`config.mk`:
```
export PLATFORM = sky130hd
export DESIGN_NAME = serial_parity_rx_flat
export DESIGN_NICKNAME = d
export VERILOG_FILES = /design/src/rtl/serial_parity_rx_if.sv /design/src/rtl/serial_parity_rx.sv /design/src/flat_wrapper.sv
export SDC_FILE = /design/constraint.sdc
export NUM_CORES = 1
export LEC_CHECK = 0
export CAP_MARGIN = 25
export CORE_ASPECT_RATIO = 1.2
export CORE_MARGIN = 2
export CORE_UTILIZATION = 45
export DETAILED_ROUTE_END_ITERATION = 8
export HOLD_SLACK_MARGIN = 0.02
export MAX_ROUTING_LAYER = met4
export PLACE_DENSITY = 0.75
export SYNTH_ARGS = -nofsm -noshare
export SYNTH_HDL_FRONTEND = slang
export SYNTH_SLANG_ARGS = --single-unit
```
`constraint.sdc`:
```
create_clock -name clk -period 2.05 [get_ports clk]
set_clock_uncertainty 0.2 [all_clocks]
set_input_delay 0.3075 -clock clk [delete_from_list [all_inputs] [get_ports clk]]
set_output_delay 0.3075 -clock clk [all_outputs]
set_load 0.05 [all_outputs]
```
`src/rtl/serial_parity_rx_if.sv`:
```
`default_nettype none
// ============================================================================
// Module   : serial_parity_rx_if
// Purpose  : Bundle of the serial receiver's line input and word-side outputs.
//            The receiver attaches through the master modport. The consumer
//            (I/O register file or test harness) attaches through the slave
//            modport.
// Signals  : rx_serial  - serial line, idle high, asynchronous to clk
//            data_out   - last received data word (DATA_W bits)
//            data_valid - one-cycle pulse when the word-side outputs update
//            parity_err - parity mismatch on the last frame
//            frame_err  - stop bit sampled low on the last frame
//            busy       - receiver is inside a frame
// Revision : 1.0 - initial release
// ============================================================================
interface serial_parity_rx_if #(
  parameter int DATA_W = 8
);
  logic              rx_serial;
  logic [DATA_W-1:0] data_out;
  logic              data_valid;
  logic              parity_err;
  logic              frame_err;
  logic              busy;

  modport master (
    input  rx_serial,
    output data_out,
    output data_valid,
    output parity_err,
    output frame_err,
    output busy
  );

  modport slave (
    output rx_serial,
    input  data_out,
    input  data_valid,
    input  parity_err,
    input  frame_err,
    input  busy
  );
endinterface
`default_nettype wire

```
`src/rtl/serial_parity_rx.sv`:
```
`default_nettype none
// ============================================================================
// Module   : serial_parity_rx
// Purpose  : Receive end of the XOR-parity serial link. It deserialises a
//            frame made of a start bit, DATA_W data bits (LSB first), a parity
//            bit and a stop bit. Parity is checked with a running XOR.
// Ports    : clk  - system clock, rising edge
//            rst  - asynchronous, active-high reset
//            bus  - serial_parity_rx_if.master. It carries rx_serial in, and
//                   data_out / data_valid / parity_err / frame_err / busy out.
// Params   : DATA_W (1..16), CLKS_PER_BIT (>=4, even), ODD_PARITY (0/1)
// Revision : 1.0 - initial release
// ============================================================================
module serial_parity_rx #(
  parameter int DATA_W       = 8,
  parameter int CLKS_PER_BIT = 16,
  parameter int ODD_PARITY   = 0
) (
  input  wire logic          clk,
  input  wire logic          rst,
  serial_parity_rx_if.master bus
);

  localparam int CNT_W = (CLKS_PER_BIT > 2) ? $clog2(CLKS_PER_BIT) : 1;
  localparam int BIT_W = (DATA_W > 1) ? $clog2(DATA_W) : 1;

  localparam logic [CNT_W-1:0] C_HALF_LAST = CNT_W'(CLKS_PER_BIT / 2 - 1);
  localparam logic [CNT_W-1:0] C_FULL_LAST = CNT_W'(CLKS_PER_BIT - 1);
  localparam logic [BIT_W-1:0] C_LAST_BIT  = BIT_W'(DATA_W - 1);
  localparam logic             C_ODD       = 1'(ODD_PARITY);

  typedef enum logic [2:0] {
    S_IDLE   = 3'd0,
    S_START  = 3'd1,
    S_DATA   = 3'd2,
    S_PARITY = 3'd3,
    S_STOP   = 3'd4
  } state_t;

  // Two-flop synchroniser. It resets to the idle (high) line level so that
  // reset release is never seen as a start bit.
  logic r_sync1;
  logic r_sync2;
  logic w_rx_s;

  always_ff @(posedge clk or posedge rst) begin
    if (rst) begin
      r_sync1 <= 1'b1;
      r_sync2 <= 1'b1;
    end else begin
      r_sync1 <= bus.rx_serial;
      r_sync2 <= r_sync1;
    end
  end

  assign w_rx_s = r_sync2;

  // Frame state and datapath registers
  state_t            r_state,    w_state_next;
  logic [CNT_W-1:0]  r_cnt,      w_cnt_next;
  logic [BIT_W-1:0]  r_bit,      w_bit_next;
  logic [DATA_W-1:0] r_shift,    w_shift_next;
  logic              r_par,      w_par_next;
  logic              r_perr,     w_perr_next;
  logic              r_armed,    w_armed_next;
  logic [DATA_W-1:0] r_data_out, w_data_out_next;
  logic              r_perr_out, w_perr_out_next;
  logic              r_ferr_out, w_ferr_out_next;
  logic              r_valid,    w_valid_next;

  always_ff @(posedge clk or posedge rst) begin
    if (rst) begin
      r_state    <= S_IDLE;
      r_cnt      <= '0;
      r_bit      <= '0;
      r_shift    <= '0;
      r_par      <= 1'b0;
      r_perr     <= 1'b0;
      r_armed    <= 1'b1;
      r_data_out <= '0;
      r_perr_out <= 1'b0;
      r_ferr_out <= 1'b0;
      r_valid    <= 1'b0;
    end else begin
      r_state    <= w_state_next;
      r_cnt      <= w_cnt_next;
      r_bit      <= w_bit_next;
      r_shift    <= w_shift_next;
      r_par      <= w_par_next;
      r_perr     <= w_perr_next;
      r_armed    <= w_armed_next;
      r_data_out <= w_data_out_next;
      r_perr_out <= w_perr_out_next;
      r_ferr_out <= w_ferr_out_next;
      r_valid    <= w_valid_next;
    end
  end

  // The counter wraps to 0 at every sample point. The first sample lands in
  // the middle of the start bit. Each later sample is one full bit period
  // after the previous one, so it also lands in the middle of its bit.
  always_comb begin
    w_state_next    = r_state;
    w_cnt_next      = r_cnt;
    w_bit_next      = r_bit;
    w_shift_next    = r_shift;
    w_par_next      = r_par;
    w_perr_next     = r_perr;
    w_armed_next    = r_armed;
    w_data_out_next = r_data_out;
    w_perr_out_next = r_perr_out;
    w_ferr_out_next = r_ferr_out;
    w_valid_next    = 1'b0;

    case (r_state)
      S_IDLE: begin
        w_cnt_next = '0;
        if (!r_armed) begin
          // After a break, wait for the line to return high before
          // accepting a new start bit.
          if (w_rx_s) begin
            w_armed_next = 1'b1;
          end
        end else if (!w_rx_s) begin
          w_state_next = S_START;
          w_bit_next   = '0;
          w_par_next   = 1'b0;
        end
      end

      S_START: begin
        if (r_cnt == C_HALF_LAST) begin
          w_cnt_next = '0;
          // A high line at mid start bit is a glitch. Drop it silently.
          w_state_next = w_rx_s ? S_IDLE : S_DATA;
        end else begin
          w_cnt_next = r_cnt + CNT_W'(1);
        end
      end

      S_DATA: begin
        if (r_cnt == C_FULL_LAST) begin
          w_cnt_next          = '0;
          w_shift_next[r_bit] = w_rx_s;
          w_par_next          = r_par ^ w_rx_s;
          if (r_bit == C_LAST_BIT) begin
            w_state_next = S_PARITY;
          end else begin
            w_bit_next = r_bit + BIT_W'(1);
          end
        end else begin
          w_cnt_next = r_cnt + CNT_W'(1);
        end
      end

      S_PARITY: begin
        if (r_cnt == C_FULL_LAST) begin
          w_cnt_next   = '0;
          w_perr_next  = r_par ^ w_rx_s ^ C_ODD;
          w_state_next = S_STOP;
        end else begin
          w_cnt_next = r_cnt + CNT_W'(1);
        end
      end

      S_STOP: begin
        if (r_cnt == C_FULL_LAST) begin
          // Results register on the stop sample edge and become visible in
          // the following cycle. IDLE is re-entered mid stop bit, which lets
          // a back-to-back start bit be caught.
          w_cnt_next      = '0;
          w_data_out_next = r_shift;
          w_perr_out_next = r_perr;
          w_ferr_out_next = ~w_rx_s;
          w_valid_next    = 1'b1;
          w_armed_next    = w_rx_s;
          w_state_next    = S_IDLE;
        end else begin
          w_cnt_next = r_cnt + CNT_W'(1);
        end
      end

      default: begin
        w_state_next = S_IDLE;
        w_cnt_next   = '0;
      end
    endcase
  end

  assign bus.data_out   = r_data_out;
  assign bus.data_valid = r_valid;
  assign bus.parity_err = r_perr_out;
  assign bus.frame_err  = r_ferr_out;
  assign bus.busy       = (r_state != S_IDLE);

endmodule
`default_nettype wire

```
`src/flat_wrapper.sv`:
```
// flat-port wrapper written by rule: the top's interface ports become plain ports
module serial_parity_rx_flat 
#(
  parameter int DATA_W       = 8,
  parameter int CLKS_PER_BIT = 16,
  parameter int ODD_PARITY   = 0
)
  (clk, rst, bus_rx_serial, bus_data_out, bus_data_valid, bus_parity_err, bus_frame_err, bus_busy);
  serial_parity_rx_if #(.DATA_W(DATA_W)) bus_i ();
  input  wire logic clk;
  input  wire logic rst;
  input wire logic [$bits(bus_i.rx_serial)-1:0] bus_rx_serial;
  output wire logic [$bits(bus_i.data_out)-1:0] bus_data_out;
  output wire logic [$bits(bus_i.data_valid)-1:0] bus_data_valid;
  output wire logic [$bits(bus_i.parity_err)-1:0] bus_parity_err;
  output wire logic [$bits(bus_i.frame_err)-1:0] bus_frame_err;
  output wire logic [$bits(bus_i.busy)-1:0] bus_busy;
  assign bus_i.rx_serial = bus_rx_serial;
  assign bus_data_out = bus_i.data_out;
  assign bus_data_valid = bus_i.data_valid;
  assign bus_parity_err = bus_i.parity_err;
  assign bus_frame_err = bus_i.frame_err;
  assign bus_busy = bus_i.busy;
  serial_parity_rx #(.DATA_W(DATA_W), .CLKS_PER_BIT(CLKS_PER_BIT), .ODD_PARITY(ODD_PARITY)) u_core (.clk(clk), .rst(rst), .bus(bus_i));
endmodule
```
==> impl_metrics.csv, run 1 <==
group,metric,value,unit
worst_setup_path,endpoint,"u_core.r_shift[0]",
worst_setup_path,rrSetupSlack,90,ps
worst_setup_path,cp-start-kind,"flip-flop",
logic_synthesis,synth_warnings,0,
logic_synthesis,synth_sequential_area_ratio,0.5598,
global_route,grt_pass1_wl,4767,um
floorplanning,io_pins,15,
logic_synthesis,ys_ff_latch,34,
place,port-buffer-count,14,
route,num_vias,1046,
floorplanning,fp.dieH,67.80,um
route,ant_nets,0,
global_route,grt_max_degree,35,
pwr,peakVddDrop,0.0006508,V
worst_setup_path,end_kind,"flip-flop",
worst_setup_path,r2r_start,"u_core.r_cnt[0]",
worst_setup_path,max_stage_delay,430,ps
min_path,hold_path_class,"reg2reg",
logic_synthesis,syn_area,1526,um^2
route,drtIter0Drc,28,
cells_and_area,most-common-layout-cells,"31 x dfrtp_1, 18 x mux2_2, 13 x clkdlybuf4s50_1",
worst_setup_path,r2r-end,"u_core.r_shift[0]",
pwr,comb_power_share,0.239,
worst_setup_path,crit_fanout,4,
cells_and_area,final_common_cell,"dfrtp_1",
clock_network,root_buffer,"clkbuf_8",
cells_and_area,fin_util,0.5606,
clock_network,clock-sinks,34,
place,dp_hpwl,1878,um
global_route,antenna_found_initial,0,
floorplanning,rows,23,
clock_network,clk_latency,290,ps
logic_synthesis,avgSynthCellArea,12.02,um^2
logic_synthesis,synth_top_area_share,0.5082,
route,drt-pass1-iter-count,4,
pwr,p_sw,506.0,uW
sta,relSlewSlack,0.6627,
route,drc,0,
pwr,p_sw_frac,0.3074,
floorplanning,start_util,0.4653,
run_status,status,"completed",
clock_network,clkTransAtPathRegs,60,ps
sta,tightest_slew,504.4,ps
cells_and_area,nNetsFinal,158,
worst_setup_path,cp_data_arrival_time,1930,ps
worst_setup_path,worstPathRequired,2020,ps
cells_and_area,layout-area-overhead-vs-synth,20.49,%
clock_network,numCtsBuffers,5,
sta,hold_viol,0,
sta,fin_crit_sh,0.9573,
sta,setup_tns,0,ps
route,finalWirelength,2717,um
logic_synthesis,synth_area_leader_cell,"dfrtp_1",
route,avgViaCountPerCell,5.505,
cells_and_area,fillCellCount,309,
pwr,p_clk_frac,0.282,
sta,slew_violations,0,
worst_setup_path,critPathKind,"reg2reg",
clock_network,cts_tree,"built",
sta,setup_viol,0,
worst_setup_path,crit_start,"u_core.r_cnt[0]",
logic_synthesis,synth_cells,127,
worst_setup_path,ff2ff_path_depth,5,
global_route,grt_usage,0.1734,
logic_synthesis,synthTopCellsByArea,"dfrtp_1 51%, mux2_2 13%, dfstp_2 5.2%, ha_1 2.5%, nor2_1 2.2%",
pwr,power,1.646,mW
floorplanning,core-area,3281,um^2
sta,rsz0062_at_grt,"no",
cells_and_area,antenna_cells,0,
sta,min_period,1963,ps
global_route,grt_overflow,0,
sta,hold_slack,156.7,ps
global_route,grt_pass1_vias,1053,
pwr,power_frac_seq,0.480,
clock_network,cts_resized,0,
clock_network,cts_htree_levels,2,
sta,fmax,0.5096,GHz
place,gp_congestion,0.8926,
pwr,p_int,1.140,mW
route,routedWlPerCell,14.30,um
logic_synthesis,synth_nets,133,
pwr,power.density,894.8,nW/um^2
worst_setup_path,slowest_stage,"or3_4",
pwr,power.leakage,0.8774,nW
floorplanning,die-area,3876,um^2
clock_network,cts_max_path_buffers,2,
cells_and_area,drive_gt1_frac,0.2810,
worst_setup_path,cp_cell_sequence,"ha_1, nand4b_1, or3_4, nor3_2, mux2_2",
floorplanning,fp.dieW,57.17,um
flow_run,maxCapViolCount,0,
logic_synthesis,synth_cell_types,36,
[power groups by stage]
stage               clock [mW]  sequential, mW  combinational (mW)
finish                   0.464           0.789               0.393
global route             0.509           0.800               0.437
CTS                      0.484           0.788               0.393
detailed placement           0           0.799               0.388
global placement             0           0.798               0.384
floorplan                    0           0.776               0.293
[worst min path at each step]
stage,from,to,depth (start not counted)
6_report,u_core.r_sync1,u_core.r_sync2,0
5_1_grt,u_core.r_sync1,u_core.r_sync2,0
4_1_cts,u_core.r_sync1,u_core.r_sync2,0
3_5_place_dp,u_core.r_sync1,u_core.r_sync2,0
3_3_place_gp,u_core.r_sync1,u_core.r_sync2,0
2_1_floorplan,bus_rx_serial,u_core.r_sync1,0
[timing repair]
action	in CTS	in global routing
endpoints found under the setup margin	0	2
hold endpoints to repair	0	0
hold buffers	0	0
setup buffers	0	1
[registers in the layout, summed over array words and instances (netlist names)]
| register | flops |
|---|---|
| u_core.r_armed | 1 |
| u_core.bus.frame_err | 1 |
| u_core.r_bit | 3 |
| u_core.r_sync2 | 1 |
| u_core.bus.data_valid | 1 |
| u_core.r_cnt | 4 |
| u_core.r_shift | 8 |
| u_core.r_sync1 | 1 |
| u_core.r_perr | 1 |
| u_core.r_par | 1 |
| u_core.bus.data_out | 8 |
| u_core.r_state | 3 |
| u_core.bus.parity_err | 1 |
[worst max-delay path: cells and delay by family, from the launching register on]
| kind | cells | cell delay (ps) |
|---|---|---|
| AND/OR/NAND/NOR | 3 | 730 |
| flip-flops | 1 | 370 |
| multiplexers | 1 | 360 |
| adder cells (fa/ha/maj) | 1 | 190 |
[metal layers]
| metal | share of wire | track usage | wire, um | vias up |
|---|---|---|---|---|
| met2 | 0.52 | 0.2759 | 1423 | 21 |
| met4 | 0.026 | 0.08721 | 70 | 0 |
| met3 | 0.046 | 0.05939 | 126 | 8 |
| met1 | 0.40 | 0.1951 | 1096 | 520 |
| met5 | 0 | - | 0 | - |
| li1 | - | - | - | 497 |
[synthesized netlist by cell type, drive strengths merged]
cell type	count
dfrtp	31
mux2	18
nor2	9
nor3	7
inv	6
buf	4
nand2b	4
nand3	4
o21ai	4
dfstp	3
ha	3
nand2	3
xnor2	3
a22o	2
a31oi	2
and2	2
and3	2
clkbuf	2
nand4	2
nor3b	2
xor2	2
a211oi	1
a21boi	1
a21o	1
a21oi	1
and4b	1
mux2i	1
nand3b	1
nand4b	1
nor4	1
o221a	1
o22ai	1
or3	1
[cell type report]
type,count,area (um^2),share of cell area
Timing Repair Buffer,24,212.7,0.1156
Tap cell,37,46.29,0.02517
Clock buffer,6,72.57,0.03946
Clock inverter,2,10.01,0.005442
Multi-Input combinational cell,81,620.6,0.3374
Sequential cell,34,854.6,0.4646
Inverter,6,22.52,0.01224
[per-stage QoR]
step	cell area (um^2)	instances	setup slack [ps]
2_1_floorplan	1526	127	112.5
3_3_place_gp	1749	181	148.7
3_5_place_dp	1749	181	62.36
4_1_cts	1832	189	51.69
5_1_grt	1839	190	9.289
6_report	1839	190	87.49
[cells by family (layout without fill, tap and decap cells)]
| family | Yosys count | after routing | share of synthesized area |
|---|---|---|---|
| AND/OR/NAND/NOR | 40 | 40 | 0.1516 |
| flip-flops | 34 | 34 | 0.5598 |
| multiplexers | 19 | 19 | 0.1393 |
| AO/OA/AOI/OAI | 14 | 14 | 0.06230 |
| buffers and inverters | 12 | 38 | 0.03361 |
| XOR/XNOR | 5 | 5 | 0.02869 |
| adder cells (fa/ha/maj) | 3 | 3 | 0.02459 |
Power figures use the tool's default switching activity.
==> inputs of run 2 (changes only) <==
- GPL_TIMING_DRIVEN: unset -> 0
==> impl_metrics.csv, run 2 (synthesis results as in run 1) <==
group,metric,value,unit
pwr,comb_power_share,0.242,
route,drt-pass1-iter-count,4,
floorplanning,core-area,3281,um^2
worst_setup_path,cp_data_arrival_time,1990,ps
global_route,top_usage_layer,"met2",
place,place_ws,-180.1,ps
sta,rsz0062_at_grt,"yes",
floorplanning,rows,23,
cells_and_area,most-common-layout-cells,"30 x dfrtp_1, 18 x mux2_2, 13 x clkdlybuf4s50_1",
pwr,p_sw,531.4,uW
pwr,power.density,932.0,nW/um^2
sta,setup_ws,27.48,ps
global_route,use_met3,0.05747,
pwr,p_sw_frac,0.2959,
route,avgViaCountPerCell,5.479,
place,port-buffer-count,14,
global_route,grt_overflow,0,
place,gp_congestion,0.8006,
route,num_vias,1052,
global_route,use_met1,0.1795,
global_route,grt_pass1_vias,1019,
global_route,antenna_found_initial,0,
clock_network,clk_latency,280,ps
floorplanning,fp.dieH,67.80,um
place,post_dp_cell_area,1740,um^2
min_path,hold_path_class,"reg2reg",
route,ant_nets,0,
sta,hold_viol,0,
clock_network,cts_tree,"built",
route,drtIter0Drc,27,
global_route,grt_usage,0.1726,
place,dp.cells,179,
cells_and_area,layout-area-overhead-vs-synth,26.23,%
place,dp_hpwl,2013,um
cells_and_area,final_common_cell,"dfrtp_1",
route,finalWirelength,2804,um
global_route,grtUsageMet2,0.2974,
sta,fmax,0.4944,GHz
worst_setup_path,worstPathRequired,2020,ps
cells_and_area,nNetsFinal,160,
sta,relSlewSlack,0.5194,
clock_network,cts_htree_levels,2,
cells_and_area,antenna_cells,0,
clock_network,root_buffer,"clkbuf_8",
sta,min_period,2023,ps
sta,slew_violations,0,
route,drc,0,
pwr,peakVddDrop,0.0006670,V
floorplanning,fp.dieW,57.17,um
pwr,power_frac_seq,0.443,
worst_setup_path,critPathKind,"reg2reg",
global_route,grt_max_degree,19,
route,routedWlPerCell,14.60,um
clock_network,clkTransAtPathRegs,60,ps
floorplanning,io_pins,15,
floorplanning,start_util,0.4653,
worst_setup_path,crit_fanout,5,
cells_and_area,fillCellCount,293,
clock_network,cts_max_path_buffers,2,
worst_setup_path,end_kind,"flip-flop",
worst_setup_path,cp-start-kind,"flip-flop",
sta,fin_crit_sh,0.9866,
global_route,grt_pass1_wl,4747,um
pwr,p_clk_frac,0.315,
pwr,power.leakage,0.9126,nW
clock_network,ctsHoldBuffers,0,
cells_and_area,fin_cells,192,
cells_and_area,fin_area,1927,um^2
run_status,status,"completed",
sta,setup_viol,0,
clock_network,numCtsBuffers,5,
flow_run,maxCapViolCount,0,
floorplanning,die-area,3876,um^2
clock_network,clock-sinks,34,
sta,tightest_slew,720.1,ps
cells_and_area,drive_gt1_frac,0.3355,
pwr,p_int,1.264,mW
[run 2: power by group through the flow]
stage	Combinational, mW	Sequential (mW)	Clock (mW)
finish	0.434	0.795	0.566
global route	0.488	0.803	0.613
CTS	0.400	0.785	0.585
detailed placement	0.379	0.788	0
global placement	0.363	0.783	0
floorplan	0.293	0.776	0
[run 2: metal layers]
layer | vias to the layer above | wire length (um)
met5 | - | 0
met4 | 0 | 57
met3 | 7 | 92
met2 | 14 | 1547
met1 | 534 | 1107
li1 | 497 | -
[run 2: final timing paths]
check	start	to	slack, ps	cells after the start
max	u_core.r_cnt[1]	u_core.r_shift[0]	30	5
min	u_core.r_sync1	u_core.r_sync2	160	0
max reg2reg	u_core.r_cnt[1]	u_core.r_shift[0]	30	5
min reg2reg	u_core.r_sync1	u_core.r_sync2	160	0
max in group asynchronous	rst	u_core.bus.data_out[6]	880	3
min in group asynchronous	rst	u_core.bus.data_out[0]	240	2
[run 2: timing repair]
| action | CTS | global route |
|---|---|---|
| setup endpoints to repair | 11 | 13 |
| pin swaps | 0 | 4 |
| gates resized for setup | 7 | 11 |
| setup buffers | 0 | 5 |
[run 2: area by class of cell]
| class | count | area (um^2) | share of cell area |
|---|---|---|---|
| flip-flops and latches | 34 | 855.8 | 0.4442 |
| multi-input cells | 81 | 656.9 | 0.3409 |
| repair buffers | 20 | 200.2 | 0.1039 |
| clock buffers | 8 | 110.1 | 0.05714 |
| well taps | 37 | 46.29 | 0.02403 |
| plain buffers | 6 | 35.03 | 0.01818 |
| inverters | 6 | 22.52 | 0.01169 |
[run 2: through the flow]
step	utilization	hold slack [ps]	TNS (ps)	power, mW
floorplan	-	112.0	0	1.070
global placement	0.5221	146.2	-158.0	1.146
detailed placement	0.5305	151.0	-582.9	1.167
CTS	0.5702	160.2	0	1.770
global route	0.5873	168.5	-63.15	1.904
finish	0.5873	159.1	0	1.796
[run 2: worst max-delay path: stages, from the launching register on]
cell and delay (ps):
dfrtp_1 400, ha_4 170, nand4b_1 220, or3_4 430, nor3_2 140, mux2_2 350
==> inputs of run 3 (changes only) <==
- CAP_MARGIN: 25 -> 20
==> results of run 3 <==
Final layout, timing and power as in run 2 (identical DEF).
